File: config.mk
export PLATFORM = sky130hd
export DESIGN_NAME = write_back
export DESIGN_NICKNAME = d
export VERILOG_FILES = /design/src/rtl/write_back_pkg.sv /design/src/rtl/write_back_reg_file.sv /design/src/rtl/write_back.sv
export SDC_FILE = /design/constraint.sdc
export NUM_CORES = 1
export LEC_CHECK = 0
export BUFFER_PORTS_ARGS = -buffer_cell sky130_fd_sc_hd__buf_2
export CAP_MARGIN = 10
export CORE_MARGIN = 2
export CORE_UTILIZATION = 64
export CTS_BUF_LIST = sky130_fd_sc_hd__clkbuf_8
export DETAILED_ROUTE_END_ITERATION = 7
export GPL_TIMING_DRIVEN = 0
export PLACE_DENSITY = 0.83
export SLEW_MARGIN = 20
export SYNTH_ARGS = -nofsm -noshare
export SYNTH_HDL_FRONTEND = slang
export SYNTH_SLANG_ARGS = --single-unit
File: constraint.sdc
create_clock -name clk -period 19.1 [get_ports clk]
set_input_delay 0.955 -clock clk [delete_from_list [all_inputs] [get_ports clk]]
set_output_delay 0.955 -clock clk [all_outputs]
set_load 0.01 [all_outputs]
File: src/rtl/write_back_pkg.sv
// Shared types for the write-back stage: condition codes, flags, the
// memory-stage Signals bundle, the stage state enum and the condition helper.
package Common;

  localparam int FLUSH_DEPTH_DEFAULT = 3;
  localparam int REG_ADDR_W          = 5;

  typedef enum logic {
    RUN,
    SQUASH
  } WbState;

  typedef enum logic [2:0] {
    Never    = 3'd0,
    Always   = 3'd1,
    Zero     = 3'd2,
    NotZero  = 3'd3,
    Carry    = 3'd4,
    NotCarry = 3'd5
  } Cond;

  typedef struct packed {
    logic zero;
    logic carry;
  } Flags;

  // wdata[32] is the set-flags bit; wdata[31:0] is the result / branch target.
  typedef struct packed {
    logic                  wback;
    logic [REG_ADDR_W-1:0] wreg;
    logic                  branch;
    Flags                  flags;
    Cond                   cond;
    logic [32:0]           wdata;
  } Signals;

  function automatic logic eval_cond(input Cond c, input Flags f);
    logic r;
    r = 1'b0;
    case (c)
      Never:    r = 1'b0;
      Always:   r = 1'b1;
      Zero:     r = f.zero;
      NotZero:  r = ~f.zero;
      Carry:    r = f.carry;
      NotCarry: r = ~f.carry;
      default:  r = 1'b0;
    endcase
    return r;
  endfunction

endpackage

File: src/rtl/write_back_reg_file.sv
// Architectural register file: one write port, two combinational read ports.
// r0 and addresses beyond NUM_REGS read as zero; r0 is never written.
module reg_file #(
  parameter int NUM_REGS = 16,
  parameter int ADDR_W   = $clog2(NUM_REGS)
) (
  input  logic              clk,
  input  logic              rst,
  input  logic              we,
  input  logic [ADDR_W-1:0] waddr,
  input  logic [31:0]       wdata,
  input  logic [ADDR_W-1:0] raddr1,
  input  logic [ADDR_W-1:0] raddr2,
  output logic [31:0]       rdata1,
  output logic [31:0]       rdata2
);

  logic [31:0] mem [NUM_REGS];

  // Storage update; cleared on reset.
  always_ff @(posedge clk or posedge rst) begin
    if (rst) begin
      for (int i = 0; i < NUM_REGS; i++) mem[i] <= '0;
    end else if (we && (waddr != '0) && (int'(waddr) < NUM_REGS)) begin
      mem[waddr] <= wdata;
    end
  end

  // Read port 1 with r0 / out-of-range forced to zero.
  always_comb begin
    rdata1 = '0;
    if ((raddr1 != '0) && (int'(raddr1) < NUM_REGS)) rdata1 = mem[raddr1];
  end

  // Read port 2 with r0 / out-of-range forced to zero.
  always_comb begin
    rdata2 = '0;
    if ((raddr2 != '0) && (int'(raddr2) < NUM_REGS)) rdata2 = mem[raddr2];
  end

endmodule

File: src/rtl/write_back.sv
// Final pipeline stage: conditional commit of register/flag updates, registered
// branch redirect, and a fixed-length squash of wrong-path instructions.
// Optional macro WB_RETIRE_COUNTER_EN enables the o_retired commit counter;
// without it o_retired is tied to zero.
//
// state  | meaning
// RUN    | instructions evaluated and committed normally
// SQUASH | cnt remaining wrong-path inputs are discarded
module write_back
  import Common::*;
#(
  parameter int NUM_REGS    = 16,
  parameter int FLUSH_DEPTH = FLUSH_DEPTH_DEFAULT
) (
  input  logic                        clk,
  input  logic                        rst,
  input  Signals                      i_signals,
  input  logic [$clog2(NUM_REGS)-1:0] i_rs1,
  input  logic [$clog2(NUM_REGS)-1:0] i_rs2,
  output logic [31:0]                 o_rs1_data,
  output logic [31:0]                 o_rs2_data,
  output Flags                        o_flags,
  output logic                        o_redirect,
  output logic [31:0]                 o_target,
  output logic                        o_squashing,
  output logic [31:0]                 o_retired
);

  localparam int ADDR_W = $clog2(NUM_REGS);
  localparam int CNT_W  = $clog2(FLUSH_DEPTH + 2);

  WbState           state_q, state_d;
  logic [CNT_W-1:0] cnt_q, cnt_d;
  Flags             flags_q;
  logic             commit, taken, we, hit1, hit2;
  logic [31:0]      rf_rd1, rf_rd2;

  assign commit = (state_q == RUN) && eval_cond(i_signals.cond, flags_q);
  assign taken  = commit && i_signals.branch;
  assign we     = commit && i_signals.wback && (i_signals.wreg != '0)
                  && (int'(i_signals.wreg) < NUM_REGS);
  assign hit1   = we && (int'(i_signals.wreg) == int'(i_rs1));
  assign hit2   = we && (int'(i_signals.wreg) == int'(i_rs2));

  reg_file #(.NUM_REGS(NUM_REGS), .ADDR_W(ADDR_W)) u_rf (
    .clk    (clk),
    .rst    (rst),
    .we     (we),
    .waddr  (ADDR_W'(i_signals.wreg)),
    .wdata  (i_signals.wdata[31:0]),
    .raddr1 (i_rs1),
    .raddr2 (i_rs2),
    .rdata1 (rf_rd1),
    .rdata2 (rf_rd2)
  );

  // Read ports with same-cycle bypass of the committing write.
  always_comb begin
    o_rs1_data = rf_rd1;
    o_rs2_data = rf_rd2;
    if (i_rs1 == '0) o_rs1_data = '0;
    else if (hit1)   o_rs1_data = i_signals.wdata[31:0];
    if (i_rs2 == '0) o_rs2_data = '0;
    else if (hit2)   o_rs2_data = i_signals.wdata[31:0];
  end

  // Next-state logic: enter SQUASH on a taken branch, leave when cnt==1 is consumed.
  always_comb begin
    state_d = state_q;
    cnt_d   = cnt_q;
    case (state_q)
      RUN: begin
        if (taken && (FLUSH_DEPTH > 0)) begin
          state_d = SQUASH;
          cnt_d   = CNT_W'(FLUSH_DEPTH);
        end
      end
      SQUASH: begin
        cnt_d = cnt_q - 1'b1;
        if (cnt_q == CNT_W'(1)) state_d = RUN;
      end
      default: state_d = RUN;
    endcase
  end

  // State and squash counter registers.
  always_ff @(posedge clk or posedge rst) begin
    if (rst) begin
      state_q <= RUN;
      cnt_q   <= '0;
    end else begin
      state_q <= state_d;
      cnt_q   <= cnt_d;
    end
  end

  // Architectural flags and registered redirect.
  always_ff @(posedge clk or posedge rst) begin
    if (rst) begin
      flags_q    <= '0;
      o_redirect <= 1'b0;
      o_target   <= '0;
    end else begin
      if (commit && i_signals.wdata[32]) flags_q <= i_signals.flags;
      o_redirect <= taken;
      if (taken) o_target <= i_signals.wdata[31:0];
    end
  end

  assign o_flags     = flags_q;
  assign o_squashing = (state_q == SQUASH);

`ifdef WB_RETIRE_COUNTER_EN
  logic [31:0] retired_q;
  logic        is_bubble;

  assign is_bubble = !i_signals.wback && !i_signals.branch && !i_signals.wdata[32];

  // Count committed, non-bubble instructions; wraps naturally at 2^32.
  always_ff @(posedge clk or posedge rst) begin
    if (rst) retired_q <= '0;
    else if (commit && (i_signals.cond != Never) && !is_bubble) retired_q <= retired_q + 32'd1;
  end

  assign o_retired = retired_q;
`else
  assign o_retired = '0;
`endif

endmodule

==> impl_metrics.py, run 1 <==
metrics = {
    "run_status": {
        "run_status": "finished clean",
    },
    "routing": {
        "drt_first_pass_iters": 6,
        "drt-initial-drc-count": 2288,
        "ant_nets": 0,
        "routedWlPerCell_um": 30.30,
        "wl_um": 86650,
        "drc": 0,
        "vias": 19880,
        "via_per_inst": 6.949,
    },
    "worst_setup_path": {
        "cp.arrival_ns": 3.84,
        "startpoint": "o_squashing$_DFF_PP0_",
        "cp_cell_sequence": "clkbuf_1, inv_1, o2111ai_2, nor4b_2, clkbuf_1, a22o_1, buf_2",
        "r2r_slack_ns": 16.15,
        "cp_slowest_cell": "clkbuf_1",
        "crit_path_end_kind": "primary output",
        "crit_path_max_incr_delay_ns": 0.89,
        "cp_top_family": "buffers and inverters",
        "critPathRequiredTime_ns": 18.15,
        "crit_top_cell": "clkbuf_1",
        "start_kind": "flip-flop",
        "r2r_start": "o_flags[0]$_DFFE_PP0P_",
        "rr_endpoint": "u_rf.mem[435]$_DFFE_PP0P_",
        "path_buf_inv": 4,
        "rr_worst_depth": 6,
        "crit_type": "reg -> out",
        "crit_fanout": 10,
    },
    "timing": {
        "period_needed_ns": 4.796,
        "final-setup-viol-count": 0,
        "slew_violations": 0,
        "skew_ns": 0.03683,
        "hold_viol": 0,
        "rsz0062_at_grt": "no",
        "finalSetupTns_ns": 0,
        "max_freq_ghz": 0.2085,
        "tightest_slew_ns": 1.146,
        "post-route-period-util_pct": 25.11,
        "relSlewSlack_pct": 23.58,
    },
    "cells_and_area": {
        "drive_gt1_share_pct": 52.62,
        "layout.nets": 2244,
        "area_delta_synth_final_pct": 12.23,
        "multi_input_area_um2": 14960,
        "fillers": 2871,
        "seqCellArea_um2": 13790,
        "fin_cells": 2860,
    },
    "synthesis": {
        "synthAdderAreaFrac_pct": 0.08331,
        "yosys.area_share.xor_xnor_pct": 0.2624,
        "synth_top_area_share_pct": 45.90,
        "synth_top_family_by_area": "multiplexers",
        "seq_area_frac_synth_pct": 45.90,
        "synthMuxAreaShare_pct": 41.34,
        "ys_seq_elements": 551,
        "synth-simple-area-share_pct": 2.424,
        "synth_compound_area_share_pct": 5.273,
        "yosysTopAreaCell": "dfrtp_1",
        "yosysUniqueCellTypes": 42,
        "yosys_warnings": 0,
        "synth_area_um2": 30040,
        "syn_inst": 1907,
        "avgSynthCellArea_um2": 15.75,
        "synthTopCellsByArea": "dfrtp_1, mux4_2, mux2_4, mux2_2, a22oi_1",
    },
    "cts": {
        "clock_latency_ns": 0.71,
        "numCtsBuffers": 91,
        "cts_hold_buf": 0,
        "path_clk_slew_ns": 0.06,
        "cts_resized": 0,
        "cts_buffer_depth": 3,
        "post-cts-setup-buffers": 0,
        "cts_root_buf": "clkbuf_8",
        "h-tree-depth": 3,
        "cts_sinks": 551,
        "cts_tree": "done",
    },
    "grt": {
        "grt_overflow_total": 0,
        "grtUsageTotal_pct": 36.94,
        "grt_pass1_wl_um": 130000,
        "grt_max_degree": 112,
        "antenna_found_initial": 5,
        "grt_pass1_vias": 20910,
    },
    "hold_path": {
        "hp-class": "in -> async",
    },
    "die": {
        "row_count": 79,
        "die_w_um": 220.6,
        "core_area_um2": 46460,
        "die_h_um": 220.6,
        "start_util_pct": 64.66,
        "die_area_um2": 48680,
        "io-pin-count": 187,
    },
    "placed_design": {
        "port_buffers": 150,
        "place_congestion": 0.9548,
        "dpl.hpwl_um": 57110,
        "dpl.cell_count": 2701,
    },
    "power": {
        "powerDensity_nw_per_um2": 100.8,
        "peakVddDrop_uv": 87.74,
        "power_leakage_nw": 15.92,
    },
    "job": {
        "cap_violations": 0,
    },
}
how the worst max path moves through the flow:
| stage | cells past startpoint | to | slack [ns] |
|---|---|---|---|
| global placement | 2 | u_rf.mem[47]$_DFFE_PP0P_ | -2.30 |
| finish | 7 | o_rs1_data[8] | 14.30 |
| CTS | 8 | o_rs1_data[26] | 14.40 |
| global route | 7 | o_rs2_data[11] | 14.29 |
| detailed placement | 8 | o_rs1_data[26] | 14.41 |
| floorplan | 1 | cnt_q[0]$_DFFE_PP0P_ | 2.74 |
per-stage QoR:
step | utilization [%] | hold slack, ns | setup slack (ns) | cell area (µm²) | total power, W
5_1_grt | 72.56 | 0.3439 | 14.29 | 33710 | 0.003532
2_1_floorplan | - | 0.4413 | 2.739 | 30150 | 0.002077
6_report | 72.56 | 0.3154 | 14.30 | 33710 | 0.003399
3_5_place_dp | 68.52 | 0.4646 | 14.41 | 31830 | 0.002318
4_1_cts | 72.55 | 0.2857 | 14.40 | 33700 | 0.003392
3_3_place_gp | 68.16 | 0.4519 | -2.300 | 31660 | 0.002264
where the power goes:
| group | leakage [nW] | switching [W] | internal [W] |
|---|---|---|---|
| combinational | 7.41 | 0.000330 | 0.000449 |
| clock | 1.05 | 0.000495 | 0.000588 |
| sequential | 7.47 | 0.000156 | 0.00138 |
cell families after synthesis:
| family | after synthesis |
|---|---|
| buffers and inverters | 255 |
| xor gates and xnor gates | 9 |
| and+or+nand+nor | 119 |
| AOI/OAI and AO/OA | 200 |
| muxes | 770 |
| DFF | 551 |
| other | 1 |
| adders and majority gates | 2 |
cells in the mapped netlist (all sizes together):
library cell	n
nand2b	7
o21ai	1
and2	2
o2111ai	1
conb	1
dfrtp	551
nor4	8
o22ai	1
nand4	1
xor2	5
nor2	6
clkbuf	124
inv	5
buf	126
nor2b	6
nand3	1
mux4	256
nor3	13
mux2	514
or3	3
nand2	67
o32ai	1
ha	2
and3b	2
a22o	64
xnor2	4
or2	1
a21oi	4
a22oi	128
nor4b	1
or4	1
flip-flops by register name, indices dropped and copies added (netlist names):
name / count
u_rf.mem: 512
o_target: 32
cnt_q: 3
o_flags: 2
o_redirect: 1
o_squashing: 1
layout make-up:
class	instances	area share, %
sequential	551	40.90
timing repair buffer	156	2.680
multi-input combinational	1132	44.37
tap	607	2.253
clock inverter	39	0.7794
antenna	3	0.02227
inverter	5	0.07794
buffer	250	4.135
clock buffer	117	4.777
cells in the final DEF (no fill, tap or decap), types with 32 or more instances in the layout:
cell type	Yosys	layout
buf_4	35	35
mux2_4	230	230
conb_1	1	32
clkbuf_1	124	124
mux2_2	267	267
a22o_1	64	64
buf_2	48	198
dfrtp_1	551	551
buf_6	33	33
mux4_2	256	256
clkbuf_8	0	117
a22oi_1	128	128
nand2_1	67	67
routing by layer:
layer  GRT usage, %  part of all wire [%]  vias up
li1               -                     -     7882
met3          12.81                    12      321
met1          48.02                    37    10350
met5              0                 0.038        -
met2          54.85                    46     1321
met4          20.62                   5.6        4
Note: power is estimated with default switching activity, not from simulation.
==> inputs of run 2 (changes only) <==
- CORE_UTILIZATION: 64 -> 57
- PLACE_DENSITY: 0.83 -> 0.79
- clock period: 19.1 -> 4.1 ns (I/O delays scaled with it)
==> run 2 against run 1 <==
  * Worst setup slack got worse by 14 ns
  * Sequential power grew to 4.6 times the previous value
  * Largest power group unchanged
  * Via count up 1.5%
  * Critical path type unchanged
  * Hold slack lost 0.20 ns
==> impl_metrics.py, run 2 (synthesized netlist as in run 1, its figures left out) <==
metrics = {
    "worst_setup_path": {
        "rr_worst_depth": 6,
        "cp_top_family": "buffers and inverters",
        "cp.depth": 7,
        "r2r_slack_ns": 1.27,
        "crit_fanout": 10,
        "r2r_start": "o_flags[0]$_DFFE_PP0P_",
        "crit_top_cell": "clkbuf_1",
        "crit_path_max_incr_delay_ns": 0.80,
        "cp_slowest_cell": "nor3_2",
        "crit_path_end_kind": "primary output",
        "critPathRequiredTime_ns": 3.89,
        "cp.arrival_ns": 3.75,
        "path_buf_inv": 4,
        "crit_type": "reg -> out",
        "cp_cell_sequence": "clkbuf_1, inv_1, o2111ai_2, nor3_2, clkbuf_1, a22o_1, buf_2",
        "rr_endpoint": "u_rf.mem[350]$_DFFE_PP0P_",
        "start_kind": "flip-flop",
    },
    "timing": {
        "slew_violations": 0,
        "period_needed_ns": 3.958,
        "final-setup-viol-count": 0,
        "hold_viol": 0,
        "tightest_slew_ns": 1.280,
        "rsz0062_at_grt": "no",
        "skew_ns": 0.03527,
        "max_freq_ghz": 0.2526,
        "relSlewSlack_pct": 14.66,
        "hold_ws_ns": 0.1177,
        "post-route-period-util_pct": 96.55,
    },
    "cells_and_area": {
        "drive_gt1_share_pct": 51.92,
        "largest-register": "u_rf.mem",
        "design_area_um2": 34520,
        "top_regs": "u_rf.mem (512), o_target (32), cnt_q (3)",
        "area_delta_synth_final_pct": 14.94,
        "largest_register_ffs": 512,
        "layout.nets": 2297,
        "fillers": 3632,
        "final_common_cell": "dfrtp_1",
        "layout_common_cells": "dfrtp_1, mux2_2, mux4_2",
    },
    "cts": {
        "clock_latency_ns": 0.73,
        "cts_buffer_depth": 3,
        "path_clk_slew_ns": 0.06,
        "cts_sinks": 551,
        "cts_tree": "done",
        "h-tree-depth": 3,
        "cts_root_buf": "clkbuf_8",
        "numCtsBuffers": 94,
    },
    "power": {
        "internal_power_w": 0.01139,
        "peakVddDrop_uv": 305.0,
        "swShare_pct": 29.04,
        "powerDensity_nw_per_um2": 464.9,
        "power_leakage_nw": 16.26,
        "power_w": 0.01605,
        "power_frac_clock_pct": 32.4,
        "comb_power_share_pct": 23.0,
        "p_sw_w": 0.004662,
        "pwr-share-seq_pct": 44.6,
    },
    "die": {
        "core_area_um2": 52340,
        "row_count": 84,
        "die_h_um": 233.6,
        "die_w_um": 233.6,
        "die_area_um2": 54550,
        "start_util_pct": 57.39,
        "io-pin-count": 187,
    },
    "grt": {
        "grt_overflow_total": 0,
        "grt_pass1_vias": 21610,
        "grt_max_degree": 36,
        "grtUsageTotal_pct": 33.71,
        "grt_pass1_wl_um": 134400,
        "antenna_found_initial": 1,
    },
    "routing": {
        "ant_nets": 0,
        "drt_first_pass_iters": 5,
        "drc": 0,
        "vias": 20180,
        "drt-initial-drc-count": 2036,
        "wl_um": 89010,
        "via_per_inst": 6.721,
        "routedWlPerCell_um": 29.65,
    },
    "job": {
        "cap_violations": 0,
    },
    "placed_design": {
        "placed_area_um2": 32140,
        "place_congestion": 0.9297,
        "port_buffers": 150,
        "dpl.hpwl_um": 58470,
    },
    "run_status": {
        "run_status": "finished clean",
    },
    "hold_path": {
        "hp-class": "in -> async",
    },
}
[run 2: final cells by class]
cell class	count	area, µm²	area share, %
inverter	5	22.52	0.06523
multi-input combinational	1132	14970	43.37
clock buffer	129	1775	5.143
antenna	1	2.502	0.007248
tap	688	860.8	2.493
timing repair buffer	206	1490	4.316
clock inverter	40	217.7	0.6306
buffer	250	1394	4.037
sequential	551	13790	39.94
[run 2: what timing repair did]
action | in CTS | in global routing
hold buffers | 38 | 0
setup buffers | 0 | 0
setup endpoints to repair | 0 | 21
gates resized for setup | 0 | 1
hold endpoints to repair | 338 | 0
[run 2: worst max-delay path by stage]
stage	from	to	slack (ns)
finish	o_squashing$_DFF_PP0_	o_rs2_data[11]	0.14
global route	o_squashing$_DFF_PP0_	o_rs2_data[20]	0.12
CTS	o_squashing$_DFF_PP0_	o_rs1_data[7]	0.06
detailed placement	i_rs2[3]	o_rs2_data[21]	0.80
global placement	rst	o_target[23]$_DFFE_PP0P_	-6.36
floorplan	rst	cnt_q[0]$_DFFE_PP0P_	-3.60
[run 2: power groups by stage]
stage | Clock (W) | Sequential (W) | Combinational, W
CTS | 0.00525 | 0.00712 | 0.00368
global placement | 0 | 0.00709 | 0.00346
global route | 0.00550 | 0.00726 | 0.00393
detailed placement | 0 | 0.00721 | 0.00361
finish | 0.00520 | 0.00716 | 0.00369
floorplan | 0 | 0.00708 | 0.00260
[run 2: stage by stage]
stage | worst slack (ns) | setup TNS, ns | instances | util, %
2_1_floorplan | -3.603 | -1985.16 | 1938 | -
3_3_place_gp | -6.363 | -3458.04 | 2776 | 60.70
3_5_place_dp | 0.8047 | 0 | 2794 | 61.41
4_1_cts | 0.06140 | 0 | 3001 | 65.94
5_1_grt | 0.1174 | 0 | 3002 | 65.96
6_report | 0.1416 | 0 | 3002 | 65.96
[run 2: routing by layer]
layer	up-vias	global-route usage (%)	wire length, µm
met5	-	0	0
met4	0	17.25	4737
met3	323	9.741	8718
met2	1224	51.95	42000
met1	10650	43.75	33560
li1	7982	-	-
[run 2: worst min-delay path: stages]
cell and delay [ns]:
dlygate4sd3_1 0.53, buf_2 0.13, clkinvlp_4 0.43
